### config.mk
export PLATFORM = sky130hd
export DESIGN_NAME = spi_rx_lane
export DESIGN_NICKNAME = d
export VERILOG_FILES = /design/src/rtl/spi_rx_lane.sv
export SDC_FILE = /design/constraint.sdc
export NUM_CORES = 1
export LEC_CHECK = 0
export BUFFER_PORTS_ARGS = -buffer_cell sky130_fd_sc_hd__clkbuf_2
export CAP_MARGIN = 20
export CORE_MARGIN = 3
export CORE_UTILIZATION = 23
export CTS_BUF_LIST = sky130_fd_sc_hd__clkbuf_8
export CTS_CLUSTER_SIZE = 30
export DETAILED_ROUTE_END_ITERATION = 10
export PLACE_DENSITY = 0.36
export SYNTH_ARGS = -nofsm -noshare
export SYNTH_HDL_FRONTEND = slang
export SYNTH_SLANG_ARGS = --single-unit
### constraint.sdc
create_clock -name sysclk -period 10.4 [get_ports sysclk]
set_input_delay 1.04 -clock sysclk [delete_from_list [all_inputs] [get_ports sysclk]]
set_output_delay 1.04 -clock sysclk [all_outputs]
set_load 0.02 [all_outputs]
### src/rtl/spi_rx_lane.sv
// SPI slave receive lane (mode 0, MSB first).
// The SPI pins are resynchronised into sysclk and sampled there. Each
// received word passes through a one-word hold slot, so that the final word
// of a CS_n frame can be tagged with last, and then into a first-word-fall-
// through output FIFO. MISO tells the master whether the FIFO has room.
//
// Handshake: a beat transfers on a sysclk rising edge when m_tvalid and
// m_tready are both 1. m_tvalid stays 1, with m_tdata/m_tlast stable, until
// that edge. m_tvalid never depends on m_tready.
module spi_rx_lane #(
  parameter int WORD_W     = 32,
  parameter int FIFO_DEPTH = 8
) (
  input  logic              sysclk,
  input  logic              rst,
  input  logic              SCLK,
  input  logic              MOSI,
  input  logic              CS_n,
  output logic              MISO,
  output logic [WORD_W-1:0] m_tdata,
  output logic              m_tvalid,
  input  logic              m_tready,
  output logic              m_tlast,
  input  logic              err_clr,
  output logic              ovf,
  output logic              frame_err,
  output logic              dbg_state_o
);

  localparam int CNT_W = $clog2(WORD_W);
  localparam int AW    = $clog2(FIFO_DEPTH);
  localparam int CW    = AW + 1;
  localparam logic [CNT_W-1:0] LAST_BIT = CNT_W'(WORD_W - 1);
  localparam logic [CW-1:0]    DEPTH_C  = CW'(FIFO_DEPTH);

  typedef enum logic {ST_IDLE = 1'b0, ST_SHIFT = 1'b1} state_t;

  // Synchronizer stages
  logic cs_s1_q, cs_s2_q, cs_s3_q;
  logic sclk_s1_q, sclk_s2_q, sclk_s3_q;
  logic mosi_s1_q, mosi_s2_q;

  // Capture state
  state_t             state_q;
  logic [CNT_W-1:0]   cnt_q;
  logic [WORD_W-2:0]  shift_q;
  logic [WORD_W-1:0]  hold_q;
  logic               hold_vld_q;
  logic               push_q;
  logic [WORD_W-1:0]  push_data_q;
  logic               push_last_q;
  logic               frame_err_q;

  // FIFO state
  logic [WORD_W-1:0]  mem_data [FIFO_DEPTH];
  logic               mem_last [FIFO_DEPTH];
  logic [AW-1:0]      wr_ptr_q, wr_ptr_d;
  logic [AW-1:0]      rd_ptr_q, rd_ptr_d;
  logic [CW-1:0]      count_q, count_d;
  logic               ovf_q;
  logic               miso_q;

  // Derived capture signals
  logic               sclk_rise;
  logic               cs_fall;
  logic               word_done;
  logic [CNT_W-1:0]   cnt_inc;
  logic [CNT_W-1:0]   cnt_adv;
  logic [WORD_W-1:0]  word_nxt;

  // Derived FIFO signals
  logic               pop;
  logic               push_ok;
  logic               ovf_set;

  // Two-stage synchronizers on all pins; SCLK and CS_n get a third stage for edge detection
  always_ff @(posedge sysclk or posedge rst) begin
    if (rst) begin
      cs_s1_q   <= 1'b1;
      cs_s2_q   <= 1'b1;
      cs_s3_q   <= 1'b1;
      sclk_s1_q <= 1'b0;
      sclk_s2_q <= 1'b0;
      sclk_s3_q <= 1'b0;
      mosi_s1_q <= 1'b0;
      mosi_s2_q <= 1'b0;
    end else begin
      cs_s1_q   <= CS_n;
      cs_s2_q   <= cs_s1_q;
      cs_s3_q   <= cs_s2_q;
      sclk_s1_q <= SCLK;
      sclk_s2_q <= sclk_s1_q;
      sclk_s3_q <= sclk_s2_q;
      mosi_s1_q <= MOSI;
      mosi_s2_q <= mosi_s1_q;
    end
  end

  assign sclk_rise = sclk_s2_q & ~sclk_s3_q;
  assign cs_fall   = ~cs_s2_q & cs_s3_q;
  assign word_done = sclk_rise && (cnt_q == LAST_BIT);
  assign cnt_inc   = word_done ? '0 : cnt_q + CNT_W'(1);
  assign cnt_adv   = sclk_rise ? cnt_inc : cnt_q;
  assign word_nxt  = {shift_q, mosi_s2_q};

  // Capture FSM: shifts bits, manages the hold slot and issues registered FIFO pushes
  always_ff @(posedge sysclk or posedge rst) begin
    if (rst) begin
      state_q     <= ST_IDLE;
      cnt_q       <= '0;
      shift_q     <= '0;
      hold_q      <= '0;
      hold_vld_q  <= 1'b0;
      push_q      <= 1'b0;
      push_data_q <= '0;
      push_last_q <= 1'b0;
      frame_err_q <= 1'b0;
    end else begin
      push_q <= 1'b0;
      if (err_clr) frame_err_q <= 1'b0;
      case (state_q)
        ST_IDLE: begin
          // A word left in the slot here is the one that completed on the
          // closing edge while an older word still occupied the slot.
          if (hold_vld_q) begin
            push_q      <= 1'b1;
            push_data_q <= hold_q;
            push_last_q <= 1'b1;
            hold_vld_q  <= 1'b0;
          end
          if (cs_fall) begin
            state_q <= ST_SHIFT;
            cnt_q   <= '0;
            shift_q <= '0;
          end
        end
        ST_SHIFT: begin
          if (sclk_rise) begin
            shift_q <= word_nxt[WORD_W-2:0];
            cnt_q   <= cnt_inc;
          end
          if (cs_s2_q) begin
            // Frame closes; a word completing on this same edge is the last one
            state_q <= ST_IDLE;
            if (word_done) begin
              if (hold_vld_q) begin
                push_q      <= 1'b1;
                push_data_q <= hold_q;
                push_last_q <= 1'b0;
                hold_q      <= word_nxt;
              end else begin
                push_q      <= 1'b1;
                push_data_q <= word_nxt;
                push_last_q <= 1'b1;
              end
            end else begin
              if (hold_vld_q) begin
                push_q      <= 1'b1;
                push_data_q <= hold_q;
                push_last_q <= 1'b1;
                hold_vld_q  <= 1'b0;
              end
              if (cnt_adv != '0) frame_err_q <= 1'b1;
            end
          end else if (word_done) begin
            if (hold_vld_q) begin
              push_q      <= 1'b1;
              push_data_q <= hold_q;
              push_last_q <= 1'b0;
            end
            hold_q     <= word_nxt;
            hold_vld_q <= 1'b1;
          end
        end
        default: state_q <= ST_IDLE;
      endcase
    end
  end

  // FIFO control: a push into a full FIFO is accepted only when a pop frees a slot
  always_comb begin
    pop      = (count_q != '0) && m_tready;
    push_ok  = push_q && ((count_q != DEPTH_C) || pop);
    ovf_set  = push_q && (count_q == DEPTH_C) && !pop;
    wr_ptr_d = push_ok ? wr_ptr_q + AW'(1) : wr_ptr_q;
    rd_ptr_d = pop ? rd_ptr_q + AW'(1) : rd_ptr_q;
    count_d  = count_q + CW'(push_ok) - CW'(pop);
  end

  // FIFO pointers, occupancy, overflow flag and registered MISO status
  always_ff @(posedge sysclk or posedge rst) begin
    if (rst) begin
      wr_ptr_q <= '0;
      rd_ptr_q <= '0;
      count_q  <= '0;
      ovf_q    <= 1'b0;
      miso_q   <= 1'b0;
    end else begin
      wr_ptr_q <= wr_ptr_d;
      rd_ptr_q <= rd_ptr_d;
      count_q  <= count_d;
      miso_q   <= (DEPTH_C - count_d) >= CW'(2);
      if (ovf_set) ovf_q <= 1'b1;
      else if (err_clr) ovf_q <= 1'b0;
    end
  end

  // FIFO storage; contents are qualified by occupancy so no reset is needed
  always_ff @(posedge sysclk) begin
    if (push_ok) begin
      mem_data[wr_ptr_q] <= push_data_q;
      mem_last[wr_ptr_q] <= push_last_q;
    end
  end

  assign m_tvalid    = (count_q != '0);
  assign m_tdata     = m_tvalid ? mem_data[rd_ptr_q] : '0;
  assign m_tlast     = m_tvalid & mem_last[rd_ptr_q];
  assign ovf         = ovf_q;
  assign frame_err   = frame_err_q;
  assign MISO        = miso_q;
  assign dbg_state_o = (state_q == ST_SHIFT);

endmodule

==> out/results.env <==
PLACEDCELLCOUNT=1748
FINAL_NET_COUNT=980
ANTENNA_FOUND_INITIAL=1
NETLIST_INSTANCES=876
SYNTHESIS.AREA_PER_INSTANCE_UM2=17.8
FINAL_WS_SETUP_NS=6.01
CRITPATHMAXFANOUT=40
PLACE.GP.CONGESTION=0.647
CP.ARRIVAL_NS=3.35
SYNTH.DISTINCT_CELLS=50
POST-SYNTH-TOP-COUNT-CELL='sky130_fd_sc_hd__edfxtp_1'
DIEHEIGHT_UM=266
SYNTH_TOP_CELLS_BY_COUNT='sky130_fd_sc_hd__edfxtp_1 (264), sky130_fd_sc_hd__dfrtp_1 (122), sky130_fd_sc_hd__nand2_1 (77)'
MAX-CAP-VIOLATIONS=0
POST_CTS_HOLD_FIX_BUFS=0
INITIAL_UTILIZATION_PCT=23.5
MAXSLEWHEADROOM_PCT=38.3
FINALCRITICALPERIOD_NS=4.39
ROUTER_ITERATIONS_BEFORE_ANTENNA_REPAIR=4
DETAILEDROUTE.FIRSTITERATIONVIOLATIONS=511
HTREE_LEVELS=3
NETLIST.TOP_CELL.BY_AREA='sky130_fd_sc_hd__edfxtp_1'
CP_SLOWEST_CELL='sky130_fd_sc_hd__dfrtp_4'
GRT_FIRST_PASS_WIRELENGTH_UM=56400
CTS_SETUP_BUFFERS=0
DRT_WL_TOTAL_UM=37400
CTS_REPAIR_RESIZE_COUNT=0
SYN_AREA_UM2=15600
GLOBAL_ROUTE.OVERFLOW_TOTAL=0
LAYOUT-DRIVE-GT1-SHARE_PCT=24.7
CELL_BY_CELL_TRACE_OF_THE_CRITICAL_PATH='buf_4 > mux4_1 > mux2i_1 > nor2_1 > clkbuf_2'
FINAL_HOLD_VIOLATION_COUNT=0
UNREPAIRED_SETUP_ENDPOINTS_AFTER_GLOBAL_ROUTING='no'
SYNTH_SEQUENTIAL_AREA_RATIO_PCT=70.9
CTS_BUFFERS=74
YS_TOP_CELLS_BY_AREA='sky130_fd_sc_hd__edfxtp_1 (51%), sky130_fd_sc_hd__dfrtp_1 (20%), sky130_fd_sc_hd__mux4_2 (6.6%)'
FMAX_MHz=228
POWER.DENSITY_CELL_AREA_nW_PER_UM2=220
OVERALL_GLOBAL_ROUTING_USAGE_PCT=10.8
DIE_WIDTH_UM=266
FP.DIEAREA_UM2=70900
TNS_NS=0
INSERTION_DELAY_NS=0.62
STATUS='completed'
DP.FINAL_HPWL_UM=19000
CLOCK_TRANSITION_AT_THE_REGISTERS_OF_THE_REPORTED_PATHS_NS=0.05
P_LEAK_uW=0.00658
YOSYS_WARNINGS=0
START_POINT_OF_THE_WORST_HOLD_PATH='mosi_s1_q'
TIMING.FINAL.SETUP_VIOLATIONS=0
LAYOUT-AREA-OVERHEAD-VS-SYNTH_PCT=15.3
CORE-AREA_UM2=66500
ANTENNA_LEFT=0
NUMBER_OF_GLOBAL_ROUTE_VIAS_BEFORE_REPAIR=8589
PEAKVDDDROP_uV=90.0
CTS_SINKS=389
FIN_CRIT_SH_PCT=42.2
VIA_COUNT=7995
NUMPORTBUFFERS=44
CLOCK_TREE.BUFFER_DEPTH=3
WORST_MARGIN_SLEW_NS=0.925
POST-SYNTH-TOP-AREA-FRACTION_PCT=50.9
TIMING.CRITICAL_PATH.SLOWEST_CELL_DELAY_NS=0.82
GRT_START_MAX_NET_PINS=85
HOLD_PATH_CLASS='reg2reg'
RR_STARTPOINT='count_q[1]'
CRITPATHREQUIREDTIME_NS=9.36
ROUTE.DETAILED.DRC=0
POST-PLACE-WS_NS=6.47
SETUP.WORST_PATH.START='rd_ptr_q[0]'
SYNTH_SEQ_CELLS=389
YS.FLOP_TYPE='sky130_fd_sc_hd__edfxtp_1'
CLOCK_TREE_FROM_TRITONCTS='yes'
FP-ROW-COUNT=94
IO-PIN-COUNT=45
CRITPATHKIND='reg2out'
CP-START-KIND='flip-flop'
CLK_ROOT_BUFFER_CELL='sky130_fd_sc_hd__clkbuf_8'
TIMING.FINAL.MAX_SLEW_VIOLATIONS=0
POSTSYNTHNETCOUNT=896
MAX_CLOCK_SKEW_NS=0.0278
SYNTH-ASYNC-RESET-RATIO_PCT=32.1
WORSTSETUPENDPOINTTYPE='output port'
SYNTH-EDFF-COUNT=264
INSTANCES_NO_FILL=1882
VIAS_PER_CELL=4.25
WL_PER_CELL_UM=19.9
[cells in the final DEF, fill, tap and decap left out, types with 4 or more instances in the layout]
cell and count:
sky130_fd_sc_hd__a21oi_1 4, sky130_fd_sc_hd__a22o_1 32, sky130_fd_sc_hd__a31oi_1 32, sky130_fd_sc_hd__buf_4 18, sky130_fd_sc_hd__clkbuf_2 44, sky130_fd_sc_hd__clkbuf_8 85, sky130_fd_sc_hd__clkinv_1 12, sky130_fd_sc_hd__dfrtp_1 119
sky130_fd_sc_hd__edfxtp_1 264, sky130_fd_sc_hd__ha_1 12, sky130_fd_sc_hd__inv_1 47, sky130_fd_sc_hd__mux2_2 31, sky130_fd_sc_hd__mux2i_1 35, sky130_fd_sc_hd__mux4_1 20, sky130_fd_sc_hd__mux4_2 46, sky130_fd_sc_hd__nand2_1 77
sky130_fd_sc_hd__nand2b_1 5, sky130_fd_sc_hd__nor2_1 38, sky130_fd_sc_hd__nor3_2 4, sky130_fd_sc_hd__o21ai_0 4, sky130_fd_sc_hd__o22ai_1 35, sky130_fd_sc_hd__xor2_1 5
[worst max-delay path: cells and delay by family, from the launching register on]
family	cells	cell delay [ns]
AND/OR/NAND/NOR	1	0.07
flip-flops	1	0.82
multiplexers	2	0.84
buffers and inverters	2	0.94
[logic make-up (layout without fill, tap and decap cells)]
family / Yosys count / in the layout / share of synthesized area [%]
other: 0 / 1 / 0
multiplexers: 134 / 134 / 14.6
AO/OA/AOI/OAI: 116 / 116 / 5.28
XOR/XNOR: 7 / 7 / 0.393
adder cells (fa/ha/maj): 13 / 13 / 1.09
flip-flops: 389 / 389 / 70.9
buffers and inverters: 71 / 212 / 3.65
AND/OR/NAND/NOR: 146 / 146 / 3.99
[power by group]
| group | internal, uW | switching [uW] |
|---|---|---|
| Combinational | 340 | 474 |
| Sequential | 1660 | 86.6 |
| Clock | 764 | 628 |
| Total | 2770 | 1190 |
[metrics by stage]
step / cell area, um2 / utilization (%) / total power, uW / hold slack [ns]
2_1_floorplan: 15600 / - / 2440 / 0.331
4_1_cts: 18000 / 27.0 / 4060 / 0.348
5_1_grt: 18000 / 27.0 / 4190 / 0.360
6_report: 18000 / 27.0 / 3960 / 0.345
3_5_place_dp: 16600 / 25.0 / 2640 / 0.336
3_3_place_gp: 16600 / 25.0 / 2640 / 0.333
[sequential cells by signal, summed over array words and instances (netlist names), 3 cells and up]
register     count
mem_data       256
count_q          4
rd_ptr_q         3
shift_q         31
push_data_q     32
cnt_q            5
mem_last         8
wr_ptr_q         3
hold_q          32
[per-layer routing]
metal	global-route usage, %	vias up	wire [um]
li1	-	3620	-
met2	17.8	152	18100
met3	2.50	60	1540
met5	0	-	0
met1	13.8	4163	17100
met4	3.99	0	735
[path summary, 6_finish.rpt]
| check | end | slack [ns] | cells past startpoint |
|---|---|---|---|
| hold reg to reg | mosi_s2_q | 0.35 | 0 |
| setup reg to reg | MISO | 6.59 | 14 |
| min in group asynchronous | hold_q[19] | 0.58 | 2 |
| setup / recovery | m_tdata[10] | 6.01 | 5 |
| max in group asynchronous | rd_ptr_q[0] | 8.55 | 3 |
| hold / removal | mosi_s2_q | 0.35 | 0 |
[area by class of cell]
cell class | instances | area, um2
diodes | 1 | 2.50
clock buffers | 85 | 1170
clock inverters | 48 | 214
fillers | 6656 | 48500
inverters | 17 | 68.8
multi-input cells | 416 | 4010
flip-flops and latches | 389 | 11100
well taps | 864 | 1080
repair buffers | 62 | 355
Power figures use the tool's default switching activity.
